--- config.mk ---
export PLATFORM = sky130hd
export DESIGN_NAME = load_data_unit
export DESIGN_NICKNAME = d
export VERILOG_FILES = /design/src/rtl/load_data_unit_pkg.sv /design/src/rtl/load_data_unit_extend.sv /design/src/rtl/load_data_unit.sv
export SDC_FILE = /design/constraint.sdc
export NUM_CORES = 1
export LEC_CHECK = 0
export ABC_AREA = 1
export ABC_CLOCK_PERIOD_IN_PS = 1450
export CAP_MARGIN = 20
export CORE_ASPECT_RATIO = 1.2
export CORE_UTILIZATION = 30
export DETAILED_ROUTE_END_ITERATION = 10
export DONT_BUFFER_PORTS = 1
export SYNTH_ARGS = -nofsm -noshare
export SYNTH_HDL_FRONTEND = slang
export SYNTH_HIERARCHICAL = 1
export SYNTH_SLANG_ARGS = --single-unit
--- constraint.sdc ---
create_clock -name clk -period 1.45 [get_ports clk]
set_input_delay 0.145 -clock clk [delete_from_list [all_inputs] [get_ports clk]]
set_output_delay 0.145 -clock clk [all_outputs]
set_load 0.005 [all_outputs]
--- src/rtl/load_data_unit_pkg.sv ---
// Shared defines for the MEM-stage load path: load opcodes, FSM state codes, helpers.
package load_data_unit_pkg;

   localparam int LOAD_OPW = 8;

   localparam logic [LOAD_OPW-1:0] EXE_LB_OP  = 8'b1110_0000;
   localparam logic [LOAD_OPW-1:0] EXE_LH_OP  = 8'b1110_0001;
   localparam logic [LOAD_OPW-1:0] EXE_LW_OP  = 8'b1110_0011;
   localparam logic [LOAD_OPW-1:0] EXE_LBU_OP = 8'b1110_0100;
   localparam logic [LOAD_OPW-1:0] EXE_LHU_OP = 8'b1110_0101;

   localparam logic [1:0] ST_IDLE  = 2'd0;
   localparam logic [1:0] ST_WAIT  = 2'd1;
   localparam logic [1:0] ST_HOLD  = 2'd2;
   localparam logic [1:0] ST_DRAIN = 2'd3;

   function automatic logic isLoadOp(input logic [LOAD_OPW-1:0] op);
      return (op == EXE_LB_OP) || (op == EXE_LBU_OP) || (op == EXE_LH_OP) ||
             (op == EXE_LHU_OP) || (op == EXE_LW_OP);
   endfunction

   // Halfword and word loads whose address is not naturally aligned.
   function automatic logic isMisaligned(input logic [LOAD_OPW-1:0] op, input logic [1:0] off);
      return (((op == EXE_LH_OP) || (op == EXE_LHU_OP)) && off[0]) ||
             ((op == EXE_LW_OP) && (off != 2'b00));
   endfunction

endpackage

--- src/rtl/load_data_unit_extend.sv ---
// Combinational byte/halfword lane select with sign or zero extension.
module load_extend
   import load_data_unit_pkg::*;
#(
   parameter int OPW = LOAD_OPW
) (
   input  logic [OPW-1:0] opcode,
   input  logic [1:0]     offset,
   input  logic [31:0]    word,
   output logic [31:0]    result
);

   logic [7:0]  byteSel;
   logic [15:0] halfSel;

   always_comb begin
      byteSel = word[7:0];
      case (offset)
         2'd0: byteSel = word[7:0];
         2'd1: byteSel = word[15:8];
         2'd2: byteSel = word[23:16];
         2'd3: byteSel = word[31:24];
         default: byteSel = word[7:0];
      endcase
      // Only offset[1] picks the halfword, so unaligned LH/LHU degrade gracefully.
      halfSel = offset[1] ? word[31:16] : word[15:0];
   end

   always_comb begin
      result = word;
      case (opcode)
         EXE_LB_OP:  result = {{24{byteSel[7]}}, byteSel};
         EXE_LBU_OP: result = {24'h0, byteSel};
         EXE_LH_OP:  result = {{16{halfSel[15]}}, halfSel};
         EXE_LHU_OP: result = {16'h0, halfSel};
         default:    result = word;
      endcase
   end

endmodule

--- src/rtl/load_data_unit.sv ---
// MEM-stage load unit: one outstanding word read, extract/extend, hold until writeback.
// Optional alignment trap enabled by defining LOAD_ADEL_CHECK_EN.
//
// state | meaning
// IDLE  | no load in flight; accepts a new request
// WAIT  | read issued, waiting for mem_rdata_valid
// HOLD  | result valid, waiting for resp_ready
// DRAIN | flushed while waiting; swallow the pending read data
module load_data_unit
   import load_data_unit_pkg::*;
#(
   parameter int DW  = 32,
   parameter int OPW = 8
) (
   input  logic           clk,
   input  logic           resetn,
   input  logic           flushM,
   input  logic           req_valid,
   input  logic [OPW-1:0] alucontrolM,
   input  logic [31:0]    addrM,
   output logic           mem_req,
   output logic [31:0]    mem_addr,
   input  logic           mem_rdata_valid,
   input  logic [DW-1:0]  mem_rdata,
   output logic           resp_valid,
   output logic [DW-1:0]  resp_data,
   input  logic           resp_ready,
   output logic           stall,
   output logic           adel,
   output logic [31:0]    badvaddr
);

   logic [1:0]     state;
   logic [OPW-1:0] opReg;
   logic [1:0]     offReg;
   logic [DW-1:0]  extResult;
   logic           isLoad;
   logic           misalign;
   logic           accept;

   assign isLoad = isLoadOp(alucontrolM);

`ifdef LOAD_ADEL_CHECK_EN
   assign misalign = isMisaligned(alucontrolM, addrM[1:0]);
`else
   assign misalign = 1'b0;
`endif

   assign accept   = (state == ST_IDLE) && req_valid && isLoad && !flushM && !misalign;
   assign mem_req  = accept;
   assign mem_addr = {addrM[31:2], 2'b00};

   assign stall = accept || (state == ST_WAIT) || (state == ST_DRAIN) ||
                  ((state == ST_HOLD) && !resp_ready);

   load_extend #(.OPW(OPW)) u_extend (
      .opcode (opReg),
      .offset (offReg),
      .word   (mem_rdata),
      .result (extResult)
   );

   always_ff @(posedge clk or negedge resetn) begin
      if (!resetn) begin
         state      <= ST_IDLE;
         opReg      <= '0;
         offReg     <= 2'b00;
         resp_valid <= 1'b0;
         resp_data  <= '0;
      end else begin
         case (state)
            ST_IDLE: begin
               if (accept) begin
                  opReg  <= alucontrolM;
                  offReg <= addrM[1:0];
                  state  <= ST_WAIT;
               end
            end
            ST_WAIT: begin
               // Data landing in the flush cycle retires the read, so skip DRAIN.
               if (flushM) begin
                  state <= mem_rdata_valid ? ST_IDLE : ST_DRAIN;
               end else if (mem_rdata_valid) begin
                  resp_data  <= extResult;
                  resp_valid <= 1'b1;
                  state      <= ST_HOLD;
               end
            end
            ST_HOLD: begin
               if (flushM || resp_ready) begin
                  resp_valid <= 1'b0;
                  state      <= ST_IDLE;
               end
            end
            ST_DRAIN: begin
               if (mem_rdata_valid) state <= ST_IDLE;
            end
            default: state <= ST_IDLE;
         endcase
      end
   end

`ifdef LOAD_ADEL_CHECK_EN
   logic adelHit;
   assign adelHit = (state == ST_IDLE) && req_valid && isLoad && !flushM && misalign;

   always_ff @(posedge clk or negedge resetn) begin
      if (!resetn) begin
         adel     <= 1'b0;
         badvaddr <= '0;
      end else begin
         adel <= adelHit;
         if (adelHit) badvaddr <= addrM;
      end
   end
`else
   assign adel     = 1'b0;
   assign badvaddr = '0;
`endif

endmodule

# --- Yosys cells after proc, flatten, opt, wreduce, memory -nomap -nowiden ---
# Cells that the tools add are included.
totals:
  register_bits: 45
  out_inout_bits: 100
op_classes:
  muxes: 14
  n_bitwise: 1
  eq_ne: 21
  n_reduce_logical: 21
ops:
  columns: ["cell", "count"]
  rows:
  - ["32-bit one-hot mux with 4 select lines", 1]
  - ["8-bit == test, second input constant", 9]
  - ["8-bit one-hot mux with 4 select lines", 1]
  - ["16-bit 2-to-1 mux", 1]
  - ["2-bit 2-to-1 mux", 6]
  - ["2-bit == test, second input constant", 4]
  - ["1-bit logical OR", 8]
  - ["2-bit != test, second input constant", 4]
  - ["2-bit one-hot mux with 4 select lines", 1]
  - ["4-bit AND reduction", 2]
  - ["2-bit by 1-bit == test with 1-bit output, second input constant", 2]
  - ["1-bit logical AND", 4]
  - ["2-bit zero test", 2]
  - ["1-bit 2-to-1 mux", 3]
  - ["3-bit != test, second input constant", 1]
  - ["3-bit AND reduction", 1]
  - ["1-bit zero test", 2]
  - ["2-bit by 1-bit != test with 1-bit output, second input constant", 1]
  - ["1-bit one-hot mux with 2 select lines", 1]
  - ["2-bit AND reduction", 1]
  - ["2-bit nonzero test", 1]
  - ["1-bit NOT", 1]

# --- Depth between registers and ports, before layout ---
depth:
  depth_word: 10
  mapped_depth: 12
  mapped_depth_nobuf: 10

# --- By module ---
# Netlist, hierarchy kept.
modules_own_cells:
  columns: ["module", "seq_area_each_um2", "n_inst", "area_per_inst_um2", "cells_per_inst"]
  rows:
  - ["load_data_unit", 1126.1, 1, 2452.4, 276]
  - ["load_extend", 0.0, 1, 1202.4, 234]

# --- Worst setup path after synthesis ---
# No wires, ideal clock.
synth_timing:
  path_kind: "register to register"
  from: "reg offReg[1]"
  to: "reg resp_data[31]"
  n_path_buf: 2
  path_stages_with_launch: 12
  setup_slack_ns: 0.106
  t_required_ns: 1.376
  arrival_time_ns: 1.270
  setup_time_ns: 0.074
  path_cell_list: "dfrtp_1 > buf_6 > inv_4 > nand2_2 > nand2_4 > nand2_1 > o21ai_2 > nand2_4 > buf_6 > nand3_2 > inv_1 > o21ai_2"
synth_between:
  elab_chain_cells: 3
synth_rtl:
  columns: ["item", "line", "text"]
  rows:
  - ["start: declaration", "load_data_unit.sv:35", "logic [1:0] offReg;"]
  - ["start signal: assignment", "load_data_unit.sv:75", "offReg <= addrM[1:0];"]
  - ["2-bit == test, or another cell as far along", "load_data_unit_extend.sv:18", "case (offset)"]
  - ["8-bit one-hot mux with 4 select lines", "load_data_unit_extend.sv:18", null]
  - ["32-bit one-hot mux with 4 select lines (*)", "load_data_unit_extend.sv:31", "case (opcode)"]
  - ["via extResult[31]", "load_data_unit.sv:36", "logic [DW-1:0] extResult;"]
  - ["end signal: assignment", "load_data_unit.sv:84", "resp_data <= extResult;"]
  - ["end: declaration", "load_data_unit.sv:26", "output logic [DW-1:0] resp_data,"]
# Mark *: on every way through the listed nets, which the timed path passes. The rest lies on a longest branch.
# A chain may end at the register's enable or synchronous reset.

# --- Final worst setup path ---
layout_timing:
  from: "reg opReg[1]"
  to: "reg resp_data[12]"
layout_between:
  elab_chain_cells: 2
layout_rtl:
  columns: ["item", "line", "text"]
  rows:
  - ["start: declaration", "load_data_unit.sv:34", "logic [OPW-1:0] opReg;"]
  - ["start signal: assignment", "load_data_unit.sv:74", "opReg <= alucontrolM;"]
  - ["8-bit == test", "load_data_unit_extend.sv:31", null]
  - ["32-bit one-hot mux with 4 select lines (*)", "load_data_unit_extend.sv:31", null]
  - ["via extResult[12]", "load_data_unit.sv:36", null]
# Marked as above.

==> flow_metrics.tcl <==
set metrics [dict create \
    ant_nets 0 \
    rows 43 \
    path_clk_slew_ns 0.06 \
    initial_core_util_pct 31.16 \
    detail_route.iter0.violations 103 \
    syn_avg_cell_area_um2 7.166 \
    htree_levels 2 \
    synth_top_family_by_area "simple AND/OR/NAND/NOR gates" \
    hpwlAfterDp_um 6639 \
    cts_root_buf "clkbuf_16" \
    cp_slowest_stage_delay_ns 0.44 \
    p_per_area_mw_per_mm2 1199 \
    hold_depth 2 \
    p_leak_uw 0.002273 \
    core_area_mm2 0.01173 \
    fillers 1257 \
    clk_latency_ns 0.29 \
    path_cells "nor2_2 -> nand3_4 -> buf_12 -> nor2_8 -> nand2_1 -> nand3_2 -> inv_1 -> o21ai_1" \
    path_buf_inv 2 \
    pin_count 178 \
    overflow 0 \
    rsz0062_at_grt "true" \
    ys_ff_latch 45 \
    layout.nets 580 \
    final_layout_size_suffix_gt1_share_pct 27.04 \
    ys_top_cells_by_area "dfrtp_1, nand2_1, buf_4, inv_1, nand3_2" \
    end_kind "register" \
    yosysUniqueCellTypes 34 \
    gp_congestion 0.8751 \
    crit_family "simple AND/OR/NAND/NOR gates" \
    cts_sinks 45 \
    via_per_inst 4.474 \
    place_area_mm2 0.003497 \
    synth_mux_area_share_pct 0 \
    n_antenna_cell 0 \
    grt_max_degree 46 \
    ys_seq_area_share_pct 30.81 \
    worstSetupPathType "reg2reg" \
    setup_tns_ns -0.1406 \
    stdcell_area_mm2 0.004049 \
    ir_drop_v 0.0005312 \
    yosysTopAreaCell "dfrtp_1" \
    finalCritPeriodShare_pct 102.0 \
    drv_cap 0 \
    area_growth_pct 10.78 \
    routed_wl_um 8901 \
    yosysWarnings 6 \
    timing.fmax_ghz 0.6759 \
    crit_slowest_cell "dfrtp_1" \
    cp.arrival_ns 1.69 \
    dieArea_mm2 0.01263 \
    wl_per_cell_um 13.49 \
    synth_area_mm2 0.003655 \
    cp.required_ns 1.66 \
    synth_compound_area_share_pct 8.079 \
    antenna_found_initial 0 \
    hold_viol 0 \
    die_h_um 122.9 \
    finish.utilization_pct 34.52 \
    status "finished with violations" \
    numCtsBuffers 5 \
    firstDrtPassIters 4 \
    final-seq-area_mm2 0.001131 \
    finalMaxSlewViolations 0 \
    grt_pass1_vias 2895 \
    synthAdderAreaFrac_pct 0 \
    grtUsageTotal_pct 14.28 \
    setup_slack_ns -0.02949 \
    violations "setup timing" \
    dieWidth_um 102.8 \
    crit_path_start_kind "register" \
    multi_input_area_mm2 0.001897 \
    grt_pass1_wl_um 13770 \
    min_period_ns 1.479 \
    vias 2953 \
    clock_skew_ns 0.005015 \
    drc 0 \
    setup-violations-final 9 \
    synth_top_area_share_pct 30.81 \
    reg2reg_depth 8 \
    portBuffers 0 \
    clock_path_buffers 2 \
    syn_inst 510 \
    cts_tree "built" \
    synth-xor-area-share_pct 0 \
    synth-simple-area-share_pct 34.10 \
    cp.depth 8 \
    crit_path_max_fanout 26 \
    hold_class "in2reg" \
]
[worst paths after layout]
| kind | from | slack (ns) | end |
|---|---|---|---|
| setup / recovery | opReg[1] | -0.03 | resp_data[12] |
| hold / removal | alucontrolM[2] | 0.02 | opReg[2] |
| min in group asynchronous | resetn | 0.36 | resp_data[1] |
| setup reg to reg | opReg[1] | -0.03 | resp_data[12] |
| max in group asynchronous | resetn | 0.85 | state[0] |
| hold reg to reg | opReg[7] | 0.48 | opReg[7] |
[kinds of logic after synthesis]
logic type,Yosys count
buffers and inverters,172
AO/OA/AOI/OAI,41
other,1
flip-flops,45
AND/OR/NAND/NOR,251
[registers in the layout, summed over array words and instances (netlist names)]
register / count
state: 2
opReg: 8
resp_valid: 1
offReg: 2
resp_data: 32
[worst register-to-register path, stage by stage, from the launching register on]
cell and delay [ns]:
dfrtp_1 0.44, nor2_2 0.17, nand3_4 0.13, buf_12 0.19
nor2_8 0.15, nand2_1 0.09, nand3_2 0.07, inv_1 0.04
o21ai_1 0.13
[Yosys cell counts, drive strengths merged]
| master | instances |
|---|---|
| inv | 88 |
| and2 | 7 |
| o21ai | 38 |
| or2 | 3 |
| nand2 | 162 |
| a211oi | 1 |
| nand3 | 43 |
| buf | 80 |
| nor2 | 23 |
| clkbuf | 4 |
| conb | 1 |
| nor3b | 8 |
| dfrtp | 45 |
| o21bai | 1 |
| nand4 | 3 |
| nor3 | 2 |
| o211ai | 1 |
[through the flow]
| stage | setup slack [ns] | instances | power (uW) | hold slack, ns |
|---|---|---|---|---|
| 5_1_grt | -0.09285 | 660 | 5250 | 0.02598 |
| 4_1_cts | -0.0009130 | 651 | 4818 | 0.01462 |
| 6_report | -0.02949 | 660 | 4855 | 0.01660 |
| 3_3_place_gp | -0.05657 | 630 | 3471 | -0.1488 |
| 2_1_floorplan | 0.1058 | 544 | 3284 | -0.1506 |
| 3_5_place_dp | -0.09006 | 630 | 3536 | -0.1490 |
[layer usage]
layer  wire, um  vias up  GRT usage (%)
li1           -     1433              -
met1       3229     1388          14.78
met2       4578      110          25.96
met3        958       22          5.370
met4        135        0          5.194
met5          0        -              0
[placed cells by master (no fill, tap or decap), types with 7 or more instances in the layout]
master / instances
nand2_1: 157
inv_1: 68
dfrtp_1: 41
conb_1: 35
o21ai_2: 27
nand3_2: 20
inv_2: 18
nand3_1: 18
buf_4: 16
nor2_1: 13
o21ai_1: 8
and2_1: 7
[power by group]
group	switching (uW)	total (uW)	internal (uW)
clock network	494	1130	633
logic	859	1530	670
registers	445	2200	1750
total	1800	4850	3060
[cell type report]
| cell class | count | area share, % |
|---|---|---|
| timing repair buffer | 31 | 8.560 |
| clock inverter | 3 | 0.4326 |
| tap | 157 | 4.852 |
| inverter | 88 | 8.282 |
| sequential | 45 | 27.94 |
| clock buffer | 5 | 3.090 |
| multi-input combinational | 331 | 46.85 |
[what timing repair did]
item	in CTS	in global routing
cloned	3	1
hold buffers	6	0
buffers inserted	4	8
resized for setup	12	49
hold endpoints to repair	49	0
setup endpoints to repair	34	34
pin swaps	8	32
Note: power is estimated with default switching activity, not from simulation.
